<file path="config.mk">
export PLATFORM = sky130hd
export DESIGN_NAME = wb_regfile_stage
export DESIGN_NICKNAME = d
export VERILOG_FILES = /design/src/rtl/arm_pkg.sv /design/src/rtl/regfile_3r1w.sv /design/src/rtl/wb_regfile_stage.sv
export SDC_FILE = /design/constraint.sdc
export NUM_CORES = 2
export LEC_CHECK = 0
export ABC_AREA = 1
export BUFFER_PORTS_ARGS = -buffer_cell sky130_fd_sc_hd__buf_4
export CAP_MARGIN = 20
export CORE_AREA = 10 10 292 294
export DETAILED_ROUTE_END_ITERATION = 8
export DIE_AREA = 0 0 302 304
export PLACE_DENSITY = 0.69
export SLEW_MARGIN = 0
export SYNTH_ARGS = -nofsm -noshare
export SYNTH_HDL_FRONTEND = slang
export SYNTH_HIERARCHICAL = 1
export SYNTH_SLANG_ARGS = --single-unit
export TNS_END_PERCENT = 10
</file>
<file path="constraint.sdc">
create_clock -name clk -period 22 [get_ports clk]
set_input_delay 0 -clock clk [delete_from_list [all_inputs] [get_ports clk]]
set_output_delay 0 -clock clk [all_outputs]
set_load 0.005 [all_outputs]
</file>
<file path="src/rtl/arm_pkg.sv">
// Shared ARM pipeline constants and basic datapath types.
package arm_pkg;

  localparam int unsigned DATA_W = 32;
  localparam int unsigned ADDR_W = 4;
  localparam int unsigned NREGS  = 15;
  localparam logic [3:0]  PC_IDX = 4'd15;

  typedef logic [31:0] word_t;
  typedef logic [3:0]  reg_addr_t;

endpackage

</file>
<file path="src/rtl/regfile_3r1w.sv">
// 15-entry general register storage: one write port, three raw read ports.
// Addresses at or beyond NREGS read as zero and are never written.
module regfile_3r1w #(
  parameter int unsigned DATA_W = 32,
  parameter int unsigned ADDR_W = 4,
  parameter int unsigned NREGS  = 15
) (
  input  logic              clk,
  input  logic              reset,
  input  logic              we,
  input  logic [ADDR_W-1:0] waddr,
  input  logic [DATA_W-1:0] wdata,
  input  logic [ADDR_W-1:0] ra1,
  input  logic [ADDR_W-1:0] ra2,
  input  logic [ADDR_W-1:0] ra3,
  output logic [DATA_W-1:0] rd1,
  output logic [DATA_W-1:0] rd2,
  output logic [DATA_W-1:0] rd3
);

  localparam logic [ADDR_W-1:0] LIMIT = ADDR_W'(NREGS);

  logic [DATA_W-1:0] regs_q [NREGS];
  logic [DATA_W-1:0] regs_d [NREGS];

  // Next-state of the array: copy, then overlay the single write.
  always_comb begin
    regs_d = regs_q;
    if (we && (waddr < LIMIT)) begin
      regs_d[waddr] = wdata;
    end
  end

  // Storage with asynchronous clear.
  always_ff @(posedge clk or posedge reset) begin
    if (reset) begin
      regs_q <= '{default: '0};
    end else begin
      regs_q <= regs_d;
    end
  end

  // Raw combinational read ports.
  always_comb begin
    rd1 = (ra1 < LIMIT) ? regs_q[ra1] : '0;
    rd2 = (ra2 < LIMIT) ? regs_q[ra2] : '0;
    rd3 = (ra3 < LIMIT) ? regs_q[ra3] : '0;
  end

endmodule

</file>
<file path="src/rtl/wb_regfile_stage.sv">
// Writeback stage: result select, register commit, decode read ports with
// R15 substitution and write-through bypass, PC redirect, retire counter.
module wb_regfile_stage
  import arm_pkg::PC_IDX;
#(
  parameter int unsigned DATA_W = 32,
  parameter int unsigned ADDR_W = 4,
  parameter int unsigned NREGS  = 15,
  parameter int unsigned CNT_W  = 32
) (
  input  logic              clk,
  input  logic              reset,
  input  logic [DATA_W-1:0] ReadDataW,
  input  logic [DATA_W-1:0] ALUOutW,
  input  logic [ADDR_W-1:0] WA3W,
  input  logic              MemToRegW,
  input  logic              RegWriteW,
  input  logic              PCSrcW,
  input  logic [ADDR_W-1:0] RA1D,
  input  logic [ADDR_W-1:0] RA2D,
  input  logic [ADDR_W-1:0] RA3D,
  input  logic [DATA_W-1:0] PCPlus8D,
  output logic [DATA_W-1:0] RD1D,
  output logic [DATA_W-1:0] RD2D,
  output logic [DATA_W-1:0] RD3D,
  output logic [DATA_W-1:0] ResultW,
  output logic              PCRedirect,
  output logic [DATA_W-1:0] PCRedirectTarget,
  output logic [CNT_W-1:0]  RetireCount
);

  localparam logic [ADDR_W-1:0] PC_A = ADDR_W'(PC_IDX);

  logic              reg_we;
  logic [DATA_W-1:0] raw1, raw2, raw3;
  logic              redir_q, redir_d;
  logic [DATA_W-1:0] tgt_q, tgt_d;
  logic [CNT_W-1:0]  cnt_q, cnt_d;

  // Per-port read resolution: R15 first, then same-cycle bypass, then storage.
  function automatic logic [DATA_W-1:0] resolve(
    input logic [ADDR_W-1:0] ra,
    input logic [DATA_W-1:0] raw,
    input logic [DATA_W-1:0] pc8,
    input logic              wr,
    input logic [ADDR_W-1:0] wa,
    input logic [DATA_W-1:0] res
  );
    if (ra == PC_A)           return pc8;
    else if (wr && (wa == ra)) return res;
    else                       return raw;
  endfunction

  // Writeback result select and register write qualification.
  always_comb begin
    ResultW = MemToRegW ? ReadDataW : ALUOutW;
    reg_we  = RegWriteW && (WA3W != PC_A);
  end

  regfile_3r1w #(
    .DATA_W (DATA_W),
    .ADDR_W (ADDR_W),
    .NREGS  (NREGS)
  ) u_rf (
    .clk   (clk),
    .reset (reset),
    .we    (reg_we),
    .waddr (WA3W),
    .wdata (ResultW),
    .ra1   (RA1D),
    .ra2   (RA2D),
    .ra3   (RA3D),
    .rd1   (raw1),
    .rd2   (raw2),
    .rd3   (raw3)
  );

  // Decode read ports.
  always_comb begin
    RD1D = resolve(RA1D, raw1, PCPlus8D, RegWriteW, WA3W, ResultW);
    RD2D = resolve(RA2D, raw2, PCPlus8D, RegWriteW, WA3W, ResultW);
    RD3D = resolve(RA3D, raw3, PCPlus8D, RegWriteW, WA3W, ResultW);
  end

  // Redirect strobe/target and saturating retire counter next-state.
  always_comb begin
    redir_d = PCSrcW;
    tgt_d   = PCSrcW ? ResultW : tgt_q;
    cnt_d   = cnt_q;
    if ((RegWriteW || PCSrcW) && (cnt_q != '1)) begin
      cnt_d = cnt_q + 1'b1;
    end
  end

  // Redirect and counter registers.
  always_ff @(posedge clk or posedge reset) begin
    if (reset) begin
      redir_q <= 1'b0;
      tgt_q   <= '0;
      cnt_q   <= '0;
    end else begin
      redir_q <= redir_d;
      tgt_q   <= tgt_d;
      cnt_q   <= cnt_d;
    end
  end

  assign PCRedirect       = redir_q;
  assign PCRedirectTarget = tgt_q;
  assign RetireCount      = cnt_q;

endmodule

</file>
==> metrics.txt <==
kind of critical path input port to primary output; critical path peak fanout 75; Core Box Area roughly 80000 um2; CP most frequent cell nand2_1; Final Cycle Share 0.165; Avg WL per Cell between 20 and 25 um; total global-route track usage 0.374; share of cells above drive strength 1 0.0814; slowest stage delay, CP approximately 740 ps; Die Wd between 300 and 400 um; crit path max-delay cell type nand2_2; Sinks on Clock Net 545; critical path depth 16; final wirelength roughly 180 mm; grt total ovfl 0; Hold Violations, Final 0; DP Cell Count 7682; vias in the first global route between 40k and 50k; Layout area overhead 13.3%; Slew Limit Headroom 0.230; Worst EP arrival 3620 ps; VDD IR-drop max 0.0498 mV; Syn. warnings 6; FF+latch count, synth roughly 550; Worst-Margin Slew between 1000 and 1500 ps; DRC 0; Starting Density 0.496; Syn Area/Cell approximately 5.9 um2; max-slew violations 0; die area 91800 um2; power per cell area roughly 83 nW/um2; Setup Fix Bufs, Post-CTS 0; setup violators final 0; Distinct cells, synth 31; # IOs between 300 and 400; status complete, no violations; Final ANT Viol Nets 0; mux contribution to synthesized area 0; CTS root buf clkbuf_16; Num CTS Buffers 66; Max Cap Viol 0; Rows ~100; initial antenna violation count 7; CTS tree done; CTS clock-pin slew for the worst setup and hold paths around 60 ps; 1st-pass router iterations 9; layout net count 6861; Via density 5.89; largest family of logic cells by synthesized area simple AND/OR/NAND/NOR gates; top cell family by delay on the critical path buffers and inverters; post-synthesis simple-gate area fraction 0.444; Clk Latency, worst-skew pair between 600 and 700 ps; Die H 304 um; CP endpoint kind primary output; RSZ-0062 raised after global routing no; first-pass GRT wire length roughly 270 mm; Static Leak 24.5 nW; Tmin final roughly 3600 ps; Post-DP HPWL 113 mm; largest net degree at the start of global routing roughly 170; Max Root-Sink Buffers 3; CP Data Required Time roughly 22000 ps; H-tree depth 3; syn nets slightly below 7k; skew final 7.89 ps; Syn Inst Count about 6.7k; Initial DRC Count roughly 7.7k; synthesized area around 39000 um2; Non-Filler Instances between 7k and 8k; r2r worst-path depth 10; Worst Path Buf+Inv 7; post-synthesis compound-gate area fraction 0.0932; GP Congestion 0.974; startpoint types input port; filler cell count 7965; number of vias in the routed layout 46.2k; PortBufs roughly 300; setup_tns 0 ps; CP Cell Sequence clkbuf_8, inv_4, nand2_2, inv_1, buf_4, nand2_1, nand2_1, nand2_1, nand2_1, inv_1, nand2_1, inv_1, nand2_1, nand3_1, nand2_1, buf_4; register area share after synthesis 0.346; Adder-Cell Fraction of Synth Area 0.000317; Reg2Reg Setup Slack slightly below 20000 ps; worst hold stages 5; XOR/XNOR Fraction of Synth Area 0.00266; max frequency 0.276 GHz; hold crit path type input port to register
==> synth_stat cells (all sizes together) <==
library cell	instances	area share
a21oi	66	0.0084
a41oi	1	0.00022
and2	1	0.00016
buf	212	0.026
clkbuf	260	0.025
clkinv	1	0.000095
dfrtp	545	0.35
ha	1	0.00032
inv	675	0.064
nand2	3155	0.30
nand3	722	0.092
nand3b	27	0.0051
nand4	106	0.017
nor2	280	0.028
nor3	2	0.00054
nor3b	1	0.00032
o211ai	70	0.013
o21ai	562	0.071
xnor2	5	0.0011
xor2	7	0.0016
==> kinds of logic after synthesis <==
group / Yosys count
simple gates: 4294
buf+inv: 1148
compound gates: 699
flops: 545
xor+xnor: 12
fa+ha+maj: 1
==> what timing repair did <==
action | in CTS | in global routing
resized for setup | 0 | 0
endpoints found under the hold margin | 219 | 0
hold buffers | 50 | 0
==> metal layers <==
layer	global-route usage	share of wire
met3	0.155	0.18
met5	0.00811	0.00088
met2	0.522	0.40
met1	0.509	0.39
met4	0.133	0.039
==> worst reg2reg max path: stages (launching register included) <==
cell     delay, ps
dfrtp_1        410
ha_1           250
nand2_1        100
nor2_2         140
nand2_1        110
nor2_4         160
nand2_2        300
nand2_4        350
inv_2          220
nand2_1        120
nand2_1         50
==> layout by cell type (no fill, tap or decap), drive strengths merged <==
cell type,n
nand2,3155
nor3b,1
nand3,722
bufinv,5
diode,1
a21oi,66
nor2,280
clkinvlp,1
o211ai,70
dlygate4sd3,50
and2,1
xnor2,5
inv,677
buf,396
clkbuf,98
ha,1
nand3b,27
o21ai,562
nand4,106
xor2,7
dfrtp,545
nor3,2
clkinv,12
a41oi,1
==> power by group <==
part	total, W	switching (W)	internal [W]
registers	0.00140	0.000177	0.00122
clock network	0.00115	0.000465	0.000686
logic	0.00117	0.000783	0.000387
==> registers in the layout (all words and copies together), names as in the netlist <==
name,flops
PCRedirectTarget,32
RetireCount,32
u_rf/regs_q,480
PCRedirect,1
==> through the flow <==
step / setup slack, ps / power [W] / instance area (um2) / hold WS (ps) / utilization
2_1_floorplan: 8610 / 0.00210 / 39500 / 31.4 / -
3_3_place_gp: 18730 / 0.00250 / 41900 / 133 / 0.526
3_5_place_dp: 18660 / 0.00251 / 41900 / 136 / 0.527
4_1_cts: 18650 / 0.00367 / 44700 / 5.29 / 0.561
5_1_grt: 18380 / 0.00392 / 44700 / 60.9 / 0.562
6_report: 18380 / 0.00372 / 44700 / 30.2 / 0.562
==> worst paths after layout <==
check / start / end
setup reg to reg: RetireCount[0] / RetireCount[28]
min in group asynchronous: reset / u_rf/regs_q[392]
max in group asynchronous: reset / u_rf/regs_q[479]
hold / removal: ReadDataW[20] / PCRedirectTarget[20]
setup / recovery: RA3D[0] / RD3D[4]
hold reg to reg: u_rf/regs_q[183] / u_rf/regs_q[183]
==> area by class of cell <==
cell class	instances	area (um2)	share of cell area
tap	1060	1330	0.0297
antenna	1	2.50	0.0000559
inverter	676	2560	0.0572
sequential	545	13600	0.305
multi-input combinational	5006	21400	0.478
clock buffer	96	1990	0.0445
clock inverter	19	234	0.00523
timing repair buffer	448	3590	0.0803
Power figures use the tool's default switching activity.
